==> src/rtl/pipelined_cla_adder_if.sv <==
// Operand/result handshake bundle for the pipelined CLA adder/subtractor.
// Input channel carries operands and the add/sub select; output channel carries result and flags.
// The adder is the slave and the producer/consumer side is the master.
interface pipelined_cla_adder_if #(
    parameter int WIDTH = 32
);
    logic             in_valid;
    logic             in_ready;
    logic [WIDTH-1:0] in_a;
    logic [WIDTH-1:0] in_b;
    logic             in_sub;
    logic             out_valid;
    logic             out_ready;
    logic [WIDTH-1:0] out_sum;
    logic             out_cout;
    logic             out_ovf;

    modport master (
        output in_valid, in_a, in_b, in_sub, out_ready,
        input  in_ready, out_valid, out_sum, out_cout, out_ovf
    );

    modport slave (
        input  in_valid, in_a, in_b, in_sub, out_ready,
        output in_ready, out_valid, out_sum, out_cout, out_ovf
    );
endinterface

==> src/rtl/pipelined_cla_adder.sv <==
// Pipelined carry-lookahead adder/subtractor: one BLOCK_W-bit lookahead block per stage.
// Latency NB = WIDTH/BLOCK_W cycles from accept edge to out_valid; one beat per cycle.
// A stalled output (out_valid & !out_ready) freezes every stage and drops in_ready.
module pipelined_cla_adder #(
    parameter int WIDTH   = 32,
    parameter int BLOCK_W = 8
) (
    input  logic                    clock,
    input  logic                    reset,
    pipelined_cla_adder_if.slave    bus
);
    // WIDTH must be a whole multiple of BLOCK_W.
    localparam int NB = WIDTH / BLOCK_W;

    // Stage-k inputs: operand words, already-resolved lower sum bits, block carry-in, valid.
    logic [WIDTH-1:0] a_s   [NB];
    logic [WIDTH-1:0] b_s   [NB];
    logic [WIDTH-1:0] sum_s [NB];
    logic             c_s   [NB];
    logic             vld_s [NB];

    // Final-stage (output) registers.
    logic             out_vld_q;
    logic [WIDTH-1:0] out_sum_q;
    logic             out_cout_q;
    logic             out_ovf_q;

    // Single global advance enable: whole pipe moves unless the output is held.
    logic en;
    assign en           = !out_vld_q | bus.out_ready;
    assign bus.in_ready = en;

    assign bus.out_valid = out_vld_q;
    assign bus.out_sum   = out_sum_q;
    assign bus.out_cout  = out_cout_q;
    assign bus.out_ovf   = out_ovf_q;

    // Subtraction is A + ~B + 1: invert B and inject the +1 as the block-0 carry-in.
    assign a_s[0]   = bus.in_a;
    assign b_s[0]   = bus.in_sub ? ~bus.in_b : bus.in_b;
    assign c_s[0]   = bus.in_sub;
    assign sum_s[0] = '0;
    assign vld_s[0] = bus.in_valid;

    for (genvar k = 0; k < NB; k++) begin : g_stage
        localparam int LO = k * BLOCK_W;

        logic [BLOCK_W-1:0] blk_a;
        logic [BLOCK_W-1:0] blk_b;
        logic [BLOCK_W-1:0] blk_g;
        logic [BLOCK_W-1:0] blk_p;
        logic [BLOCK_W-1:0] blk_sum;
        logic [BLOCK_W:0]   cv;
        logic               grp_g;
        logic               grp_p;
        logic [WIDTH-1:0]   sum_d;

        // Block lookahead: carry into bit i+1 = G[i:0] | P[i:0] & cin, with g=a&b, p=a|b.
        always_comb begin
            blk_a = a_s[k][LO +: BLOCK_W];
            blk_b = b_s[k][LO +: BLOCK_W];
            blk_g = blk_a & blk_b;
            blk_p = blk_a | blk_b;
            grp_g = 1'b0;
            grp_p = 1'b1;
            cv    = '0;
            cv[0] = c_s[k];
            for (int i = 0; i < BLOCK_W; i++) begin
                grp_g     = blk_g[i] | (blk_p[i] & grp_g);
                grp_p     = grp_p & blk_p[i];
                cv[i + 1] = grp_g | (grp_p & c_s[k]);
            end
            blk_sum           = blk_a ^ blk_b ^ cv[BLOCK_W-1:0];
            sum_d             = sum_s[k];
            sum_d[LO +: BLOCK_W] = blk_sum;
        end

        if (k < NB - 1) begin : g_mid
            logic             vld_q;
            logic [WIDTH-1:0] a_q;
            logic [WIDTH-1:0] b_q;
            logic [WIDTH-1:0] sum_q;
            logic             c_q;

            // Intermediate stage register; data only loads for real beats so bubbles leave it untouched.
            always_ff @(posedge clock) begin
                if (reset) begin
                    vld_q <= 1'b0;
                    a_q   <= '0;
                    b_q   <= '0;
                    sum_q <= '0;
                    c_q   <= 1'b0;
                end else if (en) begin
                    vld_q <= vld_s[k];
                    if (vld_s[k]) begin
                        a_q   <= a_s[k];
                        b_q   <= b_s[k];
                        sum_q <= sum_d;
                        c_q   <= cv[BLOCK_W];
                    end
                end
            end

            assign a_s[k + 1]   = a_q;
            assign b_s[k + 1]   = b_q;
            assign sum_s[k + 1] = sum_d_fwd(sum_q);
            assign c_s[k + 1]   = c_q;
            assign vld_s[k + 1] = vld_q;
        end else begin : g_last
            // Output register; result and flags hold their last value across bubbles and stalls.
            always_ff @(posedge clock) begin
                if (reset) begin
                    out_vld_q  <= 1'b0;
                    out_sum_q  <= '0;
                    out_cout_q <= 1'b0;
                    out_ovf_q  <= 1'b0;
                end else if (en) begin
                    out_vld_q <= vld_s[k];
                    if (vld_s[k]) begin
                        out_sum_q  <= sum_d;
                        out_cout_q <= cv[BLOCK_W];
                        out_ovf_q  <= cv[BLOCK_W] ^ cv[BLOCK_W-1];
                    end
                end
            end
        end
    end

    // Lower sum bits pass through the pipe unchanged.
    function automatic logic [WIDTH-1:0] sum_d_fwd(input logic [WIDTH-1:0] s);
        return s;
    endfunction

endmodule
==> src/flat_wrapper.sv <==
// flat-port wrapper written by rule: the top's interface ports become plain ports
module pipelined_cla_adder_flat 
#(
    parameter int WIDTH   = 32,
    parameter int BLOCK_W = 8
)
  (clock, reset, bus_in_valid, bus_in_a, bus_in_b, bus_in_sub, bus_out_ready, bus_in_ready, bus_out_valid, bus_out_sum, bus_out_cout, bus_out_ovf);
  pipelined_cla_adder_if #(.WIDTH(WIDTH)) bus_i ();
  input  logic clock;
  input  logic reset;
  input wire logic [$bits(bus_i.in_valid)-1:0] bus_in_valid;
  input wire logic [$bits(bus_i.in_a)-1:0] bus_in_a;
  input wire logic [$bits(bus_i.in_b)-1:0] bus_in_b;
  input wire logic [$bits(bus_i.in_sub)-1:0] bus_in_sub;
  input wire logic [$bits(bus_i.out_ready)-1:0] bus_out_ready;
  output wire logic [$bits(bus_i.in_ready)-1:0] bus_in_ready;
  output wire logic [$bits(bus_i.out_valid)-1:0] bus_out_valid;
  output wire logic [$bits(bus_i.out_sum)-1:0] bus_out_sum;
  output wire logic [$bits(bus_i.out_cout)-1:0] bus_out_cout;
  output wire logic [$bits(bus_i.out_ovf)-1:0] bus_out_ovf;
  assign bus_i.in_valid = bus_in_valid;
  assign bus_i.in_a = bus_in_a;
  assign bus_i.in_b = bus_in_b;
  assign bus_i.in_sub = bus_in_sub;
  assign bus_i.out_ready = bus_out_ready;
  assign bus_in_ready = bus_i.in_ready;
  assign bus_out_valid = bus_i.out_valid;
  assign bus_out_sum = bus_i.out_sum;
  assign bus_out_cout = bus_i.out_cout;
  assign bus_out_ovf = bus_i.out_ovf;
  pipelined_cla_adder #(.WIDTH(WIDTH), .BLOCK_W(BLOCK_W)) u_core (.clock(clock), .reset(reset), .bus(bus_i));
endmodule
==> config.mk <==
export PLATFORM = sky130hd
export DESIGN_NAME = pipelined_cla_adder_flat
export DESIGN_NICKNAME = d
export VERILOG_FILES = /design/src/rtl/pipelined_cla_adder_if.sv /design/src/rtl/pipelined_cla_adder.sv /design/src/flat_wrapper.sv
export SDC_FILE = /design/constraint.sdc
export NUM_CORES = 1
export LEC_CHECK = 0
export CAP_MARGIN = 40
export CORE_UTILIZATION = 50
export DETAILED_ROUTE_END_ITERATION = 8
export PLACE_DENSITY = 0.76
export SYNTH_ARGS = -nofsm -noshare
export SYNTH_HDL_FRONTEND = slang
export SYNTH_SLANG_ARGS = --single-unit
==> constraint.sdc <==
create_clock -name clock -period 3.1 [get_ports clock]
set_input_delay 0.93 -clock clock [delete_from_list [all_inputs] [get_ports clock]]
set_output_delay 0.93 -clock clock [all_outputs]
set_load 0.05 [all_outputs]
Yosys cells after proc, flatten, opt, wreduce, memory -nomap -nowiden

Cells that the tools add are included.

Multipliers: 0
$add $sub $neg: 0
Bitwise logic cells: 167
Reduce and logical (&&, ||, !) cells: 5
Magnitude comparators: 0
Shift operators: 0
Mux-type cells: 1
Divide/modulo/power cells: 0
Equal/unequal tests: 0

Operator list:

| kind              | number |
|---|---|
| $and A1 B1 Y1     | 88 |
| $xor A8 B8 Y8     | 8 |
| $or A1 B1 Y1      | 61 |
| $and A8 B8 Y8     | 4 |
| $mux W32          | 1 |
| $not A32 Y32      | 1 |
| $or A8 B8 Y8      | 4 |
| $reduce_and A2 Y1 | 4 |
| $logic_not A1 Y1  | 1 |
| $xor A1 B1 Y1     | 1 |

Bits in writable memories: 0
Word-level logic and storage cells: 192
ROM bits: 0
Register bits: 281
Memories kept: 0
Output and inout bits: 36
Latch bits: 0

Logic depth before layout (Yosys ltp)

Depth after elaboration: 18
Mapped depth: 11

Worst setup path after synthesis

No wires, ideal clock.

Path type: in2reg
Start: input bus_in_sub
End: register u_core.g_stage[0].g_mid.sum_q[7]
Library setup time: 0.062 ns
Cell stages on the path: 11
Setup slack: -0.169 ns
Arrival time: 3.207 ns
Cells stage by stage: buf_4 -> buf_1 -> xor2_1 -> inv_1 -> ha_1 -> and2b_1 -> o311a_4 -> o22ai_4 -> o31a_1 -> or4_1 -> nand3_1

Word-level cells in the longest chain between the ends: 16
Elaborated cells between the ends (all ways): 25
Classes of those cells: mux (1); bitwise (24)

Ends and longest elaborated chain:

| item                                                 | RTL line                                             | RTL |
|---|---|---|
| start, declared                                      | flat_wrapper.sv:14                                   | `input wire logic [$bits(bus_i.in_sub)-1:0] bus_in_sub;` |
| $mux W32                                             | pipelined_cla_adder.sv:40                            | `assign b_s[0] = bus.in_sub ? ~bus.in_b : bus.in_b;` |
| $or A8 B8 Y8 / $and A8 B8 Y8 (equally long branches) | pipelined_cla_adder.sv:63, pipelined_cla_adder.sv:62 |  |
| $and A1 B1 Y1                                        | pipelined_cla_adder.sv:69                            | `grp_g = blk_g[i] \| (blk_p[i] & grp_g);` |
| $or A1 B1 Y1                                         | pipelined_cla_adder.sv:69                            |  |
| $and A1 B1 Y1                                        | pipelined_cla_adder.sv:69                            |  |
| $or A1 B1 Y1                                         | pipelined_cla_adder.sv:69                            |  |
| $and A1 B1 Y1                                        | pipelined_cla_adder.sv:69                            |  |
| $or A1 B1 Y1                                         | pipelined_cla_adder.sv:69                            |  |
| $and A1 B1 Y1                                        | pipelined_cla_adder.sv:69                            |  |
| $or A1 B1 Y1                                         | pipelined_cla_adder.sv:69                            |  |
| $and A1 B1 Y1                                        | pipelined_cla_adder.sv:69                            |  |
| $or A1 B1 Y1                                         | pipelined_cla_adder.sv:69                            |  |
| $and A1 B1 Y1                                        | pipelined_cla_adder.sv:69                            |  |
| $or A1 B1 Y1                                         | pipelined_cla_adder.sv:69                            |  |
| $or A1 B1 Y1                                         | pipelined_cla_adder.sv:71                            | `cv[i + 1] = grp_g \| (grp_p & c_s[k]);` |
| $xor A8 B8 Y8 (*)                                    | pipelined_cla_adder.sv:73                            | `blk_sum = blk_a ^ blk_b ^ cv[BLOCK_W-1:0];` |
| end signal, assigned                                 | pipelined_cla_adder.sv:98                            | `sum_q <= sum_d;` |
| end, declared                                        | pipelined_cla_adder.sv:82                            | `logic [WIDTH-1:0] sum_q;` |

Mark *: on every way between the ends. The rest lies on a longest branch, timed or not.
A chain may end at the register's enable or synchronous reset.

Final worst setup path

Start: input bus_in_b[0]
End: register u_core.g_stage[0].g_mid.sum_q[7]

Word-level cells in the longest chain between the ends: 17
Elaborated cells between the ends (all ways): 25
Classes of those cells: mux (1); bitwise (24)

Ends and longest elaborated chain:

| item              | RTL line                  | RTL |
|---|---|---|
| start, declared   | flat_wrapper.sv:13        | `input wire logic [$bits(bus_i.in_b)-1:0] bus_in_b;` |
| $not A32 Y32      | pipelined_cla_adder.sv:40 |  |
| $mux W32 (*)      | pipelined_cla_adder.sv:40 |  |
| $and A8 B8 Y8     | pipelined_cla_adder.sv:62 | `blk_g = blk_a & blk_b;` |
| $and A1 B1 Y1     | pipelined_cla_adder.sv:69 |  |
| $or A1 B1 Y1      | pipelined_cla_adder.sv:69 |  |
| $and A1 B1 Y1     | pipelined_cla_adder.sv:69 |  |
| $or A1 B1 Y1      | pipelined_cla_adder.sv:69 |  |
| $and A1 B1 Y1     | pipelined_cla_adder.sv:69 |  |
| $or A1 B1 Y1      | pipelined_cla_adder.sv:69 |  |
| $and A1 B1 Y1     | pipelined_cla_adder.sv:69 |  |
| $or A1 B1 Y1      | pipelined_cla_adder.sv:69 |  |
| $and A1 B1 Y1     | pipelined_cla_adder.sv:69 |  |
| $or A1 B1 Y1      | pipelined_cla_adder.sv:69 |  |
| $and A1 B1 Y1     | pipelined_cla_adder.sv:69 |  |
| $or A1 B1 Y1      | pipelined_cla_adder.sv:69 |  |
| $or A1 B1 Y1 (*)  | pipelined_cla_adder.sv:71 |  |
| $xor A8 B8 Y8 (*) | pipelined_cla_adder.sv:73 |  |

Marked as above.

==> run summary <==
Synthesis Warnings: 0
Worst-path clk slew: 0.07 ns
RSZ-0062 raised after global routing: no
Final WL: 16970 um
Net switching power: 0.001318 W
Avg Inst Size Synth: 8.026 um^2
# Post-CTS Setup Buffers: 0
Final Hold Violating Endpoints: 0
Net count reported at finish: 1273
Cts-stage hold buffer count: 0
Initial Util: 51.19%
Total negative setup slack: 0 ns
Comb pwr share: 11.2%
Final Skew: 0.01090 ns
Layout area overhead: 22.44%
Crit share post-route: 91.37%
Final worst slack: 0.2675 ns
Largest net degree at the start of global routing: 145
P_int: 0.003978 W
Placed Area: 9753 um^2
Post-cts gate resize count: 0
Die area: 17440 um^2
Max Cap Viol: 0
FMAX: 353.0 MHz
Critical path class: in -> reg
Final Util: 62.68%
Placer Congestion: 0.7964
Initial antenna violation count: 1
Post-synth top flop: dfxtp_1
Clock power frac: 41.2%
Longest Clk Path Bufs: 2
Final Instance Area: 10360 um^2
GRT Resource Usage Total: 20.57%
VDD IR max: 0.4085 mV
Pins Over Slew Limit: 0
DR iter-0 viols: 338
Core Rows: 47
Critical Path RT: 3.47 ns
Worst Tran Pin Value: 0.6388 ns
Vias per cell: 4.945
Worst slack, placed: -0.1701 ns
Syn nets: 1190
Global-route wire length before repair: 29230 um
PortBufs: 104
Cell taking the most area after synthesis: dfxtp_1
Min-Delay Path Class: reg -> reg
Switching share of power: 24.89%
I/O pin count: 105
Mapped cell area: 8459 um^2
Die width: 132.1 um
Max_slew headroom: 57.37%
DRC viols: 0
Root buf cell: clkbuf_16
Vert. Die Dim: 132.1 um
Share of the synthesized area in the top cell type: 43.78%
GRT Residual Overflow: 0
Ys async rst share: 0%
Largest cells by area after synthesis: dfxtp_1 (44%), nand2_1 (12%), ha_1 (9.5%)
Vias in the first global route: 6285
Critical Path End Type: flop
Htree depth: 4
Minimum clock period: 2.833 ns
Most common cell in the synthesized netlist: nand2_1
Post-synth EDFFs: 0
Worst skew pair latency: 0.43 ns
CP Launch Type: input port
Reg-to-reg slack, setup: 1.01 ns
Worst Path Arrival: 3.20 ns
Core area: 16520 um^2
Final ANT Viol Nets: 0
Status: complete, no violations
Max Fanout on Critical Path: 2
CTS Sinks: 185
Power Total: 0.005296 W
Synth cell types: 46
Leakage: 4.060 nW
Seq/Total Area, Yosys: 43.78%
CTS tree: built
DR pass1 iterations: 4
Commonest cells post-synth: nand2_1 (281), dfxtp_1 (185), a21oi_1 (158)
Detail Placement HPWL: 12010 um
Wirelength per Cell: 12.38 um
Layout cells sized above 1: 5.826%
Setup violations, final: 0
Register share of total power: 47.6%
Cts bufs inserted: 17
Routed via count: 6779
Mapped Cells: 1054
#FFs+latches synth: 185
P per Cell Area: 511.3 nW/um^2
placed cells by master (no fill, tap or decap), types with 8 or more instances in the layout:
cell / Yosys / final
xnor2_1: 27 / 27
nand2_1: 281 / 281
nor2b_1: 9 / 9
o21bai_1: 8 / 8
dfxtp_1: 185 / 185
clkdlybuf4s50_1: 0 / 101
nor2_1: 47 / 47
o21ai_1: 9 / 9
xor2_1: 22 / 22
a211oi_1: 28 / 28
a21oi_1: 158 / 158
inv_1: 77 / 77
buf_4: 1 / 23
ha_1: 64 / 64
clkbuf_16: 0 / 17
through the flow:
step	hold WS, ns	std cells
finish	0.4435	1371
floorplan	0.4287	1054
global route	0.4654	1370
detailed placement	0.4428	1338
CTS	0.4458	1370
global placement	0.4392	1338
power groups by stage:
| stage | sequential, W | combinational [W] | clock, W |
|---|---|---|---|
| finish | 0.00252 | 0.000591 | 0.00218 |
| global route | 0.00253 | 0.000666 | 0.00232 |
| CTS | 0.00252 | 0.000595 | 0.00223 |
| detailed placement | 0.00257 | 0.000592 | 0 |
| global placement | 0.00257 | 0.000582 | 0 |
| floorplan | 0.00257 | 0.000378 | 0 |
state kept, by name, summed over array words and instances (netlist names):
register,count
u_core.g_stage.g_mid.vld_q,3
u_core.g_stage.g_mid.c_q,3
u_core.g_stage.g_mid.sum_q,48
u_core.g_stage.g_mid.b_q,48
u_core.bus.out_ovf,1
u_core.bus.out_valid,1
u_core.g_stage.g_mid.a_q,48
u_core.bus.out_sum,32
u_core.bus.out_cout,1
worst paths after layout:
path | cells past startpoint | startpoint | end
setup / recovery | 10 | bus_in_b[0] | u_core.g_stage[0].g_mid.sum_q[7]
hold / removal | 2 | u_core.g_stage[1].g_mid.b_q[30] | u_core.g_stage[2].g_mid.b_q[30]
setup reg to reg | 8 | u_core.g_stage[0].g_mid.a_q[8] | u_core.g_stage[1].g_mid.sum_q[15]
hold reg to reg | 2 | u_core.g_stage[1].g_mid.b_q[30] | u_core.g_stage[2].g_mid.b_q[30]
cell type report:
type,instances,area [um^2]
Antenna cell,1,2.502
Fill cell,1435,6167
Clock inverter,13,158.9
Inverter,81,304.0
Multi-Input combinational cell,723,4202
Tap cell,220,275.3
Sequential cell,185,3704
Timing Repair Buffer,129,1269
Clock buffer,19,442.9
per-layer routing:
metal  routed length (um)  up-vias  track usage (%)
met4                  195        0            6.654
met2                 7385      124            32.10
met1                 8750     3048            28.48
met3                  641       16            4.114
li1                     -     3591                -
met5                    0        -                0
critical path, cell delays in order:
cell             delay [ns]
clkdlybuf4s50_1        0.49
xor2_1                 0.21
inv_1                  0.08
ha_1                   0.18
and2b_1                0.22
o311a_4                0.19
o22ai_4                0.08
o31a_1                 0.26
or4_1                  0.47
nand3_1                0.09
logic make-up (layout without fill, tap and decap cells):
| group | Yosys count | count (layout) | synth area share (%) |
|---|---|---|---|
| xor+xnor | 49 | 49 | 5.073 |
| mux | 1 | 1 | 0.1183 |
| buf+inv | 146 | 242 | 6.567 |
| flops | 185 | 185 | 43.78 |
| compound gates | 235 | 235 | 16.51 |
| fa+ha+maj | 67 | 67 | 10.18 |
| simple gates | 371 | 371 | 17.78 |
| other cells | 0 | 1 | 0 |
No activity file was read; power rests on OpenSTA's default activity.
